===== config.mk =====
export PLATFORM = sky130hd
export DESIGN_NAME = dnoc_itf_in_rd_req_agu
export DESIGN_NICKNAME = d
export VERILOG_FILES = /design/src/rtl/dnoc_itf_in_rd_req_agu_pkg.sv /design/src/rtl/dnoc_itf_in_rd_req_agu_loop.sv /design/src/rtl/dnoc_itf_in_rd_req_agu.sv
export SDC_FILE = /design/constraint.sdc
export NUM_CORES = 1
export LEC_CHECK = 0
export ABC_AREA = 1
export CELL_PAD_IN_SITES_DETAIL_PLACEMENT = 0
export CELL_PAD_IN_SITES_GLOBAL_PLACEMENT = 1
export CORE_AREA = 2 2 236 191
export DETAILED_ROUTE_END_ITERATION = 12
export DIE_AREA = 0 0 238 193
export GPL_TIMING_DRIVEN = 0
export PLACE_DENSITY_LB_ADDON = 0.1
export SYNTH_ARGS = -nofsm -noshare
export SYNTH_HDL_FRONTEND = slang
export SYNTH_SLANG_ARGS = --single-unit

===== constraint.sdc =====
create_clock -name clk -period 9.3 [get_ports clk]
set_clock_uncertainty 0.15 [all_clocks]
set_input_delay 2.325 -clock clk [delete_from_list [all_inputs] [get_ports clk]]
set_output_delay 2.325 -clock clk [all_outputs]
set_load 0.01 [all_outputs]

===== src/rtl/dnoc_itf_in_rd_req_agu_pkg.sv =====
// Read-request head-flit field map, decoded header struct and FSM states
// shared by the read-request address generator and its loop sub-block.
// No ports; imported with import dnoc_pkg::*.
package dnoc_pkg;

  localparam int FLIT_W     = 256;
  localparam int FLD_W      = 13;   // width of every length / gap field
  localparam int NUM_LVL    = 4;

  localparam int DEST_LSB   = 0;
  localparam int DEST_W     = 4;
  localparam int RESP_BIT   = 4;
  localparam int MC_BIT     = 6;
  localparam int RET_LSB    = 7;
  localparam int RET_W      = 12;
  localparam int BASE_LSB   = 19;
  localparam int BASE_W     = 25;
  localparam int PP_EN_BIT  = 57;
  localparam int PP_NUM_LSB = 58;
  localparam int PP_NUM_W   = 11;
  localparam int PING_LSB   = 69;
  localparam int PONG_LSB   = 82;
  localparam int GAP_LSB    = 95;
  localparam int LEN_LSB    = 147;

  // MSB-first overlay of the 256-bit head flit; gap[0]/len[0] sit in the LSBs.
  typedef struct packed {
    logic [FLIT_W-LEN_LSB-NUM_LVL*FLD_W-1:0] rsvd_hi;
    logic [NUM_LVL-1:0][FLD_W-1:0]          len;
    logic [NUM_LVL-1:0][FLD_W-1:0]          gap;
    logic [FLD_W-1:0]                       pong_len;
    logic [FLD_W-1:0]                       ping_len;
    logic [PP_NUM_W-1:0]                    pp_num;
    logic                                   pp_en;
    logic [PP_EN_BIT-BASE_LSB-BASE_W-1:0]   rsvd_mid;
    logic [BASE_W-1:0]                      base;
    logic [RET_W-1:0]                       ret_id;
    logic                                   mc;
    logic [MC_BIT-RESP_BIT-2:0]             rsvd_lo;
    logic                                   resp;
    logic [DEST_W-1:0]                      dest;
  } dnoc_rd_hdr_t;

  typedef enum logic {
    ST_IDLE = 1'b0,
    ST_RUN  = 1'b1
  } state_e;

endpackage


===== src/rtl/dnoc_itf_in_rd_req_agu_loop.sv =====
// 4-level nested-loop address generator built from per-level accumulators.
// Latency: addr reflects a load or step on the cycle after it is sampled.
// Backpressure: holds its position whenever step is low.
// Ports: clk/rst; load latches base/len/gap and rewinds all counters;
//        step advances one beat (level 3 innermost); addr = base + sum(acc).
module dnoc_loop_agu
  import dnoc_pkg::*;
#(
  parameter int ADDR_W = 13
) (
  input  logic                            clk,
  input  logic                            rst,
  input  logic                            load,
  input  logic                            step,
  input  logic [ADDR_W-1:0]               base,
  input  logic [NUM_LVL-1:0][FLD_W-1:0]   len,
  input  logic [NUM_LVL-1:0][ADDR_W-1:0]  gap,
  output logic [ADDR_W-1:0]               addr
);

  logic [ADDR_W-1:0]              base_q, base_d;
  logic [NUM_LVL-1:0][FLD_W-1:0]  lm1_q, lm1_d;   // effective length minus one
  logic [NUM_LVL-1:0][ADDR_W-1:0] gap_q, gap_d;
  logic [NUM_LVL-1:0][FLD_W-1:0]  cnt_q, cnt_d;
  logic [NUM_LVL-1:0][ADDR_W-1:0] acc_q, acc_d;   // i_k * gap_k, kept incrementally
  logic                           carry;

  always_comb begin
    base_d = base_q;
    lm1_d  = lm1_q;
    gap_d  = gap_q;
    cnt_d  = cnt_q;
    acc_d  = acc_q;
    carry  = 1'b0;
    if (load) begin
      base_d = base;
      gap_d  = gap;
      cnt_d  = '0;
      acc_d  = '0;
      for (int k = 0; k < NUM_LVL; k++) begin
        // a zero length behaves as a single-iteration level
        lm1_d[k] = (len[k] == '0) ? '0 : len[k] - 1'b1;
      end
    end else if (step) begin
      carry = 1'b1;
      for (int k = NUM_LVL-1; k >= 0; k--) begin
        if (carry) begin
          if (cnt_q[k] == lm1_q[k]) begin
            cnt_d[k] = '0;
            acc_d[k] = '0;
          end else begin
            cnt_d[k] = cnt_q[k] + 1'b1;
            acc_d[k] = acc_q[k] + gap_q[k];
            carry    = 1'b0;
          end
        end
      end
    end
  end

  always_ff @(posedge clk) begin
    if (rst) begin
      base_q <= '0;
      lm1_q  <= '0;
      gap_q  <= '0;
      cnt_q  <= '0;
      acc_q  <= '0;
    end else begin
      base_q <= base_d;
      lm1_q  <= lm1_d;
      gap_q  <= gap_d;
      cnt_q  <= cnt_d;
      acc_q  <= acc_d;
    end
  end

  assign addr = base_q + acc_q[0] + acc_q[1] + acc_q[2] + acc_q[3];

endmodule


===== src/rtl/dnoc_itf_in_rd_req_agu.sv =====
// Read-request head-flit receiver driving a ping/pong segmented SRAM address stream.
// Latency: first rd_valid one cycle after flit accept; req_done/hdr_err one cycle after the event.
// Backpressure: rd_ready low freezes the beat; req_ready is low for the whole request.
// Ports: req_* flit handshake in; rd_* address beats out (seg/pkt last, pp_sel);
//        resp_dst_id/resp_mc latched return route; busy, req_done, hdr_err status.
module dnoc_itf_in_rd_req_agu
  import dnoc_pkg::*;
#(
  parameter logic [3:0] NODE_ID = 4'd0,
  parameter int         ADDR_W  = 13
) (
  input  logic              clk,
  input  logic              rst,
  input  logic [255:0]      req_flit,
  input  logic              req_valid,
  input  logic              req_last,
  output logic              req_ready,
  output logic [ADDR_W-1:0] rd_addr,
  output logic              rd_valid,
  input  logic              rd_ready,
  output logic              rd_seg_last,
  output logic              rd_pkt_last,
  output logic              rd_pp_sel,
  output logic [11:0]       resp_dst_id,
  output logic              resp_mc,
  output logic              busy,
  output logic              req_done,
  output logic              hdr_err
);

  dnoc_rd_hdr_t hdr;
  state_e                  state_q, state_d;
  logic [FLD_W-1:0]        ping_len_q, ping_len_d, pong_len_q, pong_len_d;
  logic [FLD_W-1:0]        beat_cnt_q, beat_cnt_d;
  logic [PP_NUM_W-1:0]     pp_num_q, pp_num_d;     // effective segment count (>=1)
  logic [PP_NUM_W-1:0]     seg_idx_q, seg_idx_d;
  logic [RET_W-1:0]        resp_dst_id_q, resp_dst_id_d;
  logic                    resp_mc_q, resp_mc_d;
  logic                    req_done_q, req_done_d;
  logic                    hdr_err_q, hdr_err_d;

  logic                    accept, hdr_bad, agu_load, agu_step;
  logic [FLD_W-1:0]        seg_len;
  logic                    seg_last, last_seg, n1_ok, n2_ok;
  logic [PP_NUM_W:0]       n1, n2;
  logic [PP_NUM_W-1:0]     new_num;
  logic [NUM_LVL-1:0][ADDR_W-1:0] agu_gap;
  logic                    unused_hdr;

  assign hdr        = req_flit;
  assign unused_hdr = ^hdr;

  assign accept  = req_valid & req_ready;
  assign hdr_bad = hdr.resp | (hdr.dest != NODE_ID) | ~req_last;
  assign new_num = (!hdr.pp_en || hdr.pp_num == '0) ? PP_NUM_W'(1) : hdr.pp_num;

  // Segment bookkeeping: even segments use ping, odd use pong. Because lengths
  // alternate, at most one zero-length segment separates two live ones, so the
  // next live segment is either idx+1 or idx+2 (same parity as the current one).
  assign seg_len  = seg_idx_q[0] ? pong_len_q : ping_len_q;
  assign seg_last = (beat_cnt_q == seg_len - 1'b1);
  assign n1       = {1'b0, seg_idx_q} + (PP_NUM_W+1)'(1);
  assign n2       = {1'b0, seg_idx_q} + (PP_NUM_W+1)'(2);
  assign n1_ok    = (n1 < {1'b0, pp_num_q}) && ((n1[0] ? pong_len_q : ping_len_q) != '0);
  assign n2_ok    = (n2 < {1'b0, pp_num_q});
  assign last_seg = !n1_ok && !n2_ok;

  always_comb begin
    for (int k = 0; k < NUM_LVL; k++) agu_gap[k] = ADDR_W'(hdr.gap[k]);
  end

  always_comb begin
    state_d       = state_q;
    ping_len_d    = ping_len_q;
    pong_len_d    = pong_len_q;
    beat_cnt_d    = beat_cnt_q;
    pp_num_d      = pp_num_q;
    seg_idx_d     = seg_idx_q;
    resp_dst_id_d = resp_dst_id_q;
    resp_mc_d     = resp_mc_q;
    req_done_d    = 1'b0;
    hdr_err_d     = 1'b0;
    agu_load      = 1'b0;
    agu_step      = 1'b0;
    case (state_q)
      ST_IDLE: begin
        if (accept) begin
          if (hdr_bad) begin
            hdr_err_d = 1'b1;
          end else begin
            ping_len_d    = hdr.ping_len;
            pong_len_d    = hdr.pong_len;
            pp_num_d      = new_num;
            resp_dst_id_d = hdr.ret_id;
            resp_mc_d     = hdr.mc;
            beat_cnt_d    = '0;
            agu_load      = 1'b1;
            // An empty ping segment is skipped like any other empty segment.
            if (hdr.ping_len != '0) begin
              seg_idx_d = '0;
              state_d   = ST_RUN;
            end else if (new_num > PP_NUM_W'(1) && hdr.pong_len != '0) begin
              seg_idx_d = PP_NUM_W'(1);
              state_d   = ST_RUN;
            end else begin
              req_done_d = 1'b1;
            end
          end
        end
      end
      ST_RUN: begin
        if (rd_ready) begin
          agu_step = 1'b1;
          if (!seg_last) begin
            beat_cnt_d = beat_cnt_q + 1'b1;
          end else if (last_seg) begin
            state_d    = ST_IDLE;
            req_done_d = 1'b1;
          end else begin
            beat_cnt_d = '0;
            seg_idx_d  = n1_ok ? n1[PP_NUM_W-1:0] : n2[PP_NUM_W-1:0];
          end
        end
      end
      default: state_d = ST_IDLE;
    endcase
  end

  always_ff @(posedge clk) begin
    if (rst) begin
      state_q       <= ST_IDLE;
      ping_len_q    <= '0;
      pong_len_q    <= '0;
      beat_cnt_q    <= '0;
      pp_num_q      <= '0;
      seg_idx_q     <= '0;
      resp_dst_id_q <= '0;
      resp_mc_q     <= 1'b0;
      req_done_q    <= 1'b0;
      hdr_err_q     <= 1'b0;
    end else begin
      state_q       <= state_d;
      ping_len_q    <= ping_len_d;
      pong_len_q    <= pong_len_d;
      beat_cnt_q    <= beat_cnt_d;
      pp_num_q      <= pp_num_d;
      seg_idx_q     <= seg_idx_d;
      resp_dst_id_q <= resp_dst_id_d;
      resp_mc_q     <= resp_mc_d;
      req_done_q    <= req_done_d;
      hdr_err_q     <= hdr_err_d;
    end
  end

  dnoc_loop_agu #(.ADDR_W(ADDR_W)) u_loop_agu (
    .clk  (clk),
    .rst  (rst),
    .load (agu_load),
    .step (agu_step),
    .base (hdr.base[ADDR_W-1:0]),
    .len  (hdr.len),
    .gap  (agu_gap),
    .addr (rd_addr)
  );

  assign req_ready   = (state_q == ST_IDLE);
  assign rd_valid    = (state_q == ST_RUN);
  assign busy        = rd_valid;
  assign rd_seg_last = rd_valid & seg_last;
  assign rd_pkt_last = rd_valid & seg_last & last_seg;
  assign rd_pp_sel   = rd_valid & seg_idx_q[0];
  assign resp_dst_id = resp_dst_id_q;
  assign resp_mc     = resp_mc_q;
  assign req_done    = req_done_q;
  assign hdr_err     = hdr_err_q;

endmodule


======== After elaboration in Yosys (flattened, before gate mapping) ========
Index checks and enable logic that the tools add are counted.
word-level totals
  register bits ........................... 298
  bits in latches ......................... 0
  RAM bits ................................ 0
  bits in read-only memories .............. 0
  word-level logic and storage cells ...... 159
  memories kept ........................... 0
cells by class
  $add $sub $neg .......................... 20
  $mul .................................... 0
  div/mod/pow operators ................... 0
  magnitude comparators ................... 3
  equality and inequality tests ........... 12
  shifts and indexed selects .............. 0
  mux-type cells .......................... 63
  bitwise operators ....................... 10
  reductions and logical operators ........ 24
operators by type and width
  kind                                                                     count
  13-bit 2-to-1 mux                                                        19
  13-bit adder                                                             8
  11-bit 2-to-1 mux                                                        9
  13-bit by 1-bit adder with 13-bit output, second input constant          5
  13-bit equality test                                                     5
  13-bit by 1-bit subtractor with 13-bit output, second input constant     5
  13-bit logical NOT                                                       4
  13-bit nonzero test                                                      3
  1-bit 2-to-1 mux                                                         31
  13-bit one-hot mux with 2 select lines                                   1
  12-bit by 11-bit < comparator with 1-bit output                          2
  11-bit one-hot mux with 2 select lines                                   1
  11-bit by 1-bit adder with 12-bit output, second input constant          1
  11-bit by 2-bit adder with 12-bit output, second input constant          1
  11-bit by 1-bit > comparator with 1-bit output, second input constant    1
  11-bit logical NOT                                                       1
  2-bit inequality test, second input constant                             3
  2-bit AND reduction                                                      3
  6-bit AND reduction                                                      1
  1-bit bitwise AND                                                        4
  2-bit by 1-bit inequality test with 1-bit output, second input constant  2
  1-bit inverter                                                           4
  1-bit one-hot mux with 2 select lines                                    2
  4-bit AND reduction                                                      1
  10 further kinds                                                         15

======== Logic depth before layout (Yosys ltp) ========
  depth in word-level cells ............... 14
  depth in mapped cells ................... 24
  depth with buffers taken out ............ 23

======== Modules after synthesis ========
A second synthesis with hierarchy kept.
unflattened totals
  cell total of the unflattened synthesis .. 2777
  area, all modules ....................... 19187.2 um2
by module, submodules not included
  module                  instances  cells each  area each (um2)  sequential area each (um2)
  dnoc_loop_agu           1          1906        13711.9          4424.2
  dnoc_itf_in_rd_req_agu  1          871         5475.3           1541.5

======== Least setup slack after synthesis ========
OpenSTA, ideal clock, no wires.
  path kind ............................... register to output
  start ................................... register u_loop_agu.acc_q[4] (netlist bit)
  end ..................................... output port rd_addr[11]
  data arrival time ....................... 3.545 ns
  data required time ...................... 6.825 ns
  slack ................................... 3.280 ns
  stages on the path, launching flop included .. 19
  cells stage by stage .................... dfxtp_1 inv_1 fa_1 inv_1 fa_1 inv_1 fa_1 inv_1 ha_1 a21oi_1 o21ai_0 a21oi_1 nor2_1 o21ai_0 nand2_1 a21oi_1 nor2_1 nor2_1 xnor2_1
on the way
  cells in the longest elaborated chain, start to end .. 4
RTL lines
  item                       line                               text
  from (decl)                dnoc_itf_in_rd_req_agu_loop.sv:25  logic [NUM_LVL-1:0][ADDR_W-1:0] acc_q, acc_d;
  from (signal assigned)     dnoc_itf_in_rd_req_agu_loop.sv:67  acc_q <= '0;
  from (signal assigned)     dnoc_itf_in_rd_req_agu_loop.sv:73  acc_q <= acc_d;
  13-bit adder (4 in a row)  dnoc_itf_in_rd_req_agu_loop.sv:77  assign addr = base_q + acc_q[0] + acc_q[1] + acc_q[2] + acc_q[3];
  to (decl)                  dnoc_itf_in_rd_req_agu.sv:18       output logic [ADDR_W-1:0] rd_addr,
No other way between the ends.

======== Worst setup path after layout ========
Same ends and word-level chain as after synthesis.

==> results list <==
- STA classifies the critical path startpoint as a register.
* Core region area: 43900 um^2
* Reg-to-reg endpoint: pp_num_q[10]$_SDFFE_PP0P_
- Predominant post-synthesis flop cell: sky130_fd_sc_hd__dfxtp_1
* Aggregate routed wire length: between 50 and 60 mm
- After routing, the total negative slack on setup checks comes to 0 ns.
* Hold slack final: 0.311 ns
* Via count of the first global-routing pass: 15823
- Max-capacitance violation count: 0
- The worst hold path belongs to the class register to register.
- Dividing the final minimum period by the clock period gives 0.815.
- Worst hold path cell count: 2
- Measured against its own limit, the worst slew margin works out to 0.0853.
- In the layout the commonest cells are 549 x sky130_fd_sc_hd__nand2_1, 328 x sky130_fd_sc_hd__inv_1, 298 x sky130_fd_sc_hd__dfxtp_1.
- Summing over every cut layer, the via total after detailed routing is between 15000 and 20000.
* Capturing element type of the critical path: primary output
- Once routing completed, OpenROAD measured the worst setup slack at approximately 1.7 ns.
- Design Area, Final: between 20000 and 25000 um^2
- Summed instance area of the synthesized netlist: 18100 um^2
* Share of flip-flops with an asynchronous set or reset: 0
- IO Count: approximately 300
- Count of unresolved DRC violations after routing: 0
- Final Power: between 2 and 3 mW
* Port Buffer Count: ~210
- Net count reported at finish: between 3000 and 4000
* Global placer's final weighted congestion: between 0.9 and 1
* Transition at the pin with the smallest max-transition slack: roughly 1.4 ns
* Sequential fraction of the synthesis area: 0.330
* Warnings, synthesis: 0
- The initial utilization of the core area, before any placement, comes to 0.413.
* Minimum period implied by the final worst setup slack: ~7.6 ns
- At the worst endpoint, the required time is ~7 ns.
* Lkg Pwr: just over 9 nW
* Largest net degree at the start of global routing: 14
* Count of cell types in the netlist: 53
- TritonCTS built the clock tree.
* Initial DRT Pass Iterations: 5
- Final-report hold violation count: 0
- Clock insertion delay at the later pin of the skew report: between 0.5 and 0.6 ns
* Number of buffers created by CTS: 36
- Chip Height: slightly below 200 um
* Data arrival time of the critical path: between 5 and 6 ns
- Leaving out fill and tap cells, the most frequent cell in the layout is sky130_fd_sc_hd__nand2_1.
- In this run, the number of DRC markers left after iteration 0 of detailed routing was between 1000 and 1500.
- Vias per std cell: about 5
* Unrepaired setup endpoints after global routing: no
* Wire length per cell: 16.5 um
* Clock tree root buffer cell: sky130_fd_sc_hd__clkbuf_16
* Number of levels the H-tree was split into: 2
* Power per unit of standard cell area: approximately 130 nW/um^2
- Status: completed
- Flop2flop setup slack: approximately 5.4 ns
- Synth Area per Inst: around 7.3 um^2
- The worst setup path is of the register to primary output kind.
- Synthesized netlist net count: between 2000 and 3000
- The count of pins over their slew limit came to 0.
* GRT Util Overall: 0.238
* Clock slew at reported path FFs: roughly 0.050 ns
- The worst-case IR drop observed on VDD is a little over 0.1 mV.
- In the final layout, the share of cells above drive strength 1 is 0.0480.
- The synthesized design contains 0 enable-type register cells.
- Die Width: between 200 and 250 um
- Remaining Overflow, GRT: 0
- Routed Antenna Nets: 0
- Worst flop-to-flop path startpoint: busy$_SDFF_PP0_
- The worst hold path begins at u_loop_agu.lm1_q[37]$_SDFFE_PP0P_.
- The first global-routing pass estimated 86.1 mm of wire.
- Along the worst path, the maximum fanout reaches 5.
- For this design, the CTS-stage hold fixing added 0 buffers.
* F_max: about 130 MHz
- Number of rows in the core area: between 60 and 70
- Cell area after placement: 20900 um^2
* DIE AREA: between 40000 and 50000 um^2
* Number of clock sinks: approximately 300
- Timing analysis after detailed placement gives a worst setup slack of 2.30 ns.
- Initial antenna violation count: 3
* Final setup violation count: 0
* Final core occ: 0.502
* Growth of design area from synthesis to finish: 21.8%
- In this run the post-CTS setup repair buffer count came out at 0.
- In this run, placement finished with an instance count of 3260.
- Cell depth of the worst flop-to-flop path: 8
- The path with the worst hold slack has its endpoint at u_loop_agu.lm1_q[37]$_SDFFE_PP0P_.
* Count of placed standard cells in the final layout, fillers left out: ~3300
- After legalization and detailed placement, the total HPWL measured 43.5 mm.
* Number of instances in the synthesized netlist: 2481
- Buffer levels on the longest clock path: 3
- After clock tree synthesis, the repair step resized 0 gates.
* Flip-flop and latch count after synthesis: between 200 and 300
## flip-flops by register name, summed over array words and instances, names as in the netlist, 13 cells and up
signal and flops:
u_loop_agu.gap_q 52, ping_len_q 13, u_loop_agu.cnt_q 52, u_loop_agu.acc_q 52, u_loop_agu.lm1_q 52, beat_cnt_q 13, u_loop_agu.base_q 13, pong_len_q 13
## worst max path at each step
stage,startpoint,endpoint,slack (ns),cells past startpoint
2_1_floorplan,u_loop_agu.acc_q[4]$_SDFFE_PP0P_,rd_addr[11],3.28,18
3_3_place_gp,u_loop_agu.acc_q[4]$_SDFFE_PP0P_,rd_addr[11],2.36,19
3_5_place_dp,u_loop_agu.acc_q[4]$_SDFFE_PP0P_,rd_addr[11],2.30,19
4_1_cts,u_loop_agu.acc_q[4]$_SDFFE_PP0P_,rd_addr[11],1.71,19
5_1_grt,u_loop_agu.acc_q[4]$_SDFFE_PP0P_,rd_addr[11],1.42,19
6_report,u_loop_agu.acc_q[4]$_SDFFE_PP0P_,rd_addr[11],1.72,19
## cell usage after synthesis (44+ instances only)
cell                       number  area share
sky130_fd_sc_hd__inv_1        328       0.068
sky130_fd_sc_hd__xor2_1       100       0.048
sky130_fd_sc_hd__xnor2_1       44       0.021
sky130_fd_sc_hd__dfxtp_1      298        0.33
sky130_fd_sc_hd__a21oi_1      148       0.041
sky130_fd_sc_hd__o21ai_0      144       0.040
sky130_fd_sc_hd__nor2_1       191       0.040
sky130_fd_sc_hd__ha_1          93       0.064
sky130_fd_sc_hd__nand3_1      123       0.034
sky130_fd_sc_hd__a22o_1        69       0.033
sky130_fd_sc_hd__nand2_1      549        0.11
sky130_fd_sc_hd__clkbuf_1      51       0.011
sky130_fd_sc_hd__nor3_1        55       0.015
## layer usage
layer / share of wire / global-route usage
met1: 0.52 / 0.364
met2: 0.40 / 0.353
met3: 0.059 / 0.0289
met4: 0.017 / 0.0563
met5: 0 / 0
## power breakdown
part | internal [mW] | leakage [nW] | total [mW] | switching [mW]
sequential | 1.28 | 2.40 | 1.28 | 0.00270
clock | 0.791 | 0.539 | 1.37 | 0.575
combinational | 0.0988 | 6.31 | 0.205 | 0.106
## final cells by class
class                      instances  area, um^2
fill                            4378       21800
timing repair buffer             211        2110
clock buffer                      50        1010
sequential                       298        5970
clock inverter                    10        95.1
multi-input combinational       1784       10600
antenna                            2        5.00
inverter                         332        1250
buffer                            67         327
tap                              568         711
## worst max-delay path, cell delays in order (launching register included)
cell and delay, ns:
sky130_fd_sc_hd__dfxtp_1 0.37, sky130_fd_sc_hd__inv_1 0.10, sky130_fd_sc_hd__fa_1 0.60, sky130_fd_sc_hd__inv_1 0.07, sky130_fd_sc_hd__fa_1 0.53, sky130_fd_sc_hd__inv_1 0.06, sky130_fd_sc_hd__fa_1 0.52, sky130_fd_sc_hd__inv_1 0.04
sky130_fd_sc_hd__ha_1 0.35, sky130_fd_sc_hd__a21oi_1 0.22, sky130_fd_sc_hd__o21ai_0 0.10, sky130_fd_sc_hd__a21oi_1 0.20, sky130_fd_sc_hd__nor2_1 0.07, sky130_fd_sc_hd__o21ai_0 0.17, sky130_fd_sc_hd__nand2_1 0.10, sky130_fd_sc_hd__a21oi_1 0.15
sky130_fd_sc_hd__nor2_1 0.06, sky130_fd_sc_hd__nor2_1 0.12, sky130_fd_sc_hd__xnor2_1 0.13, sky130_fd_sc_hd__clkdlybuf4s50_1 0.59
## kinds of logic (layout without fill, tap and decap cells)
logic type	after synthesis	after routing	synth area share
other	0	2	0
AND/OR/NAND/NOR	1060	1060	0.259
buffers and inverters	399	670	0.0869
flip-flops	298	298	0.330
XOR/XNOR	144	144	0.0697
AO/OA/AOI/OAI	448	448	0.148
adder cells (fa/ha/maj)	132	132	0.107
(Power assumes the default switching activity.)
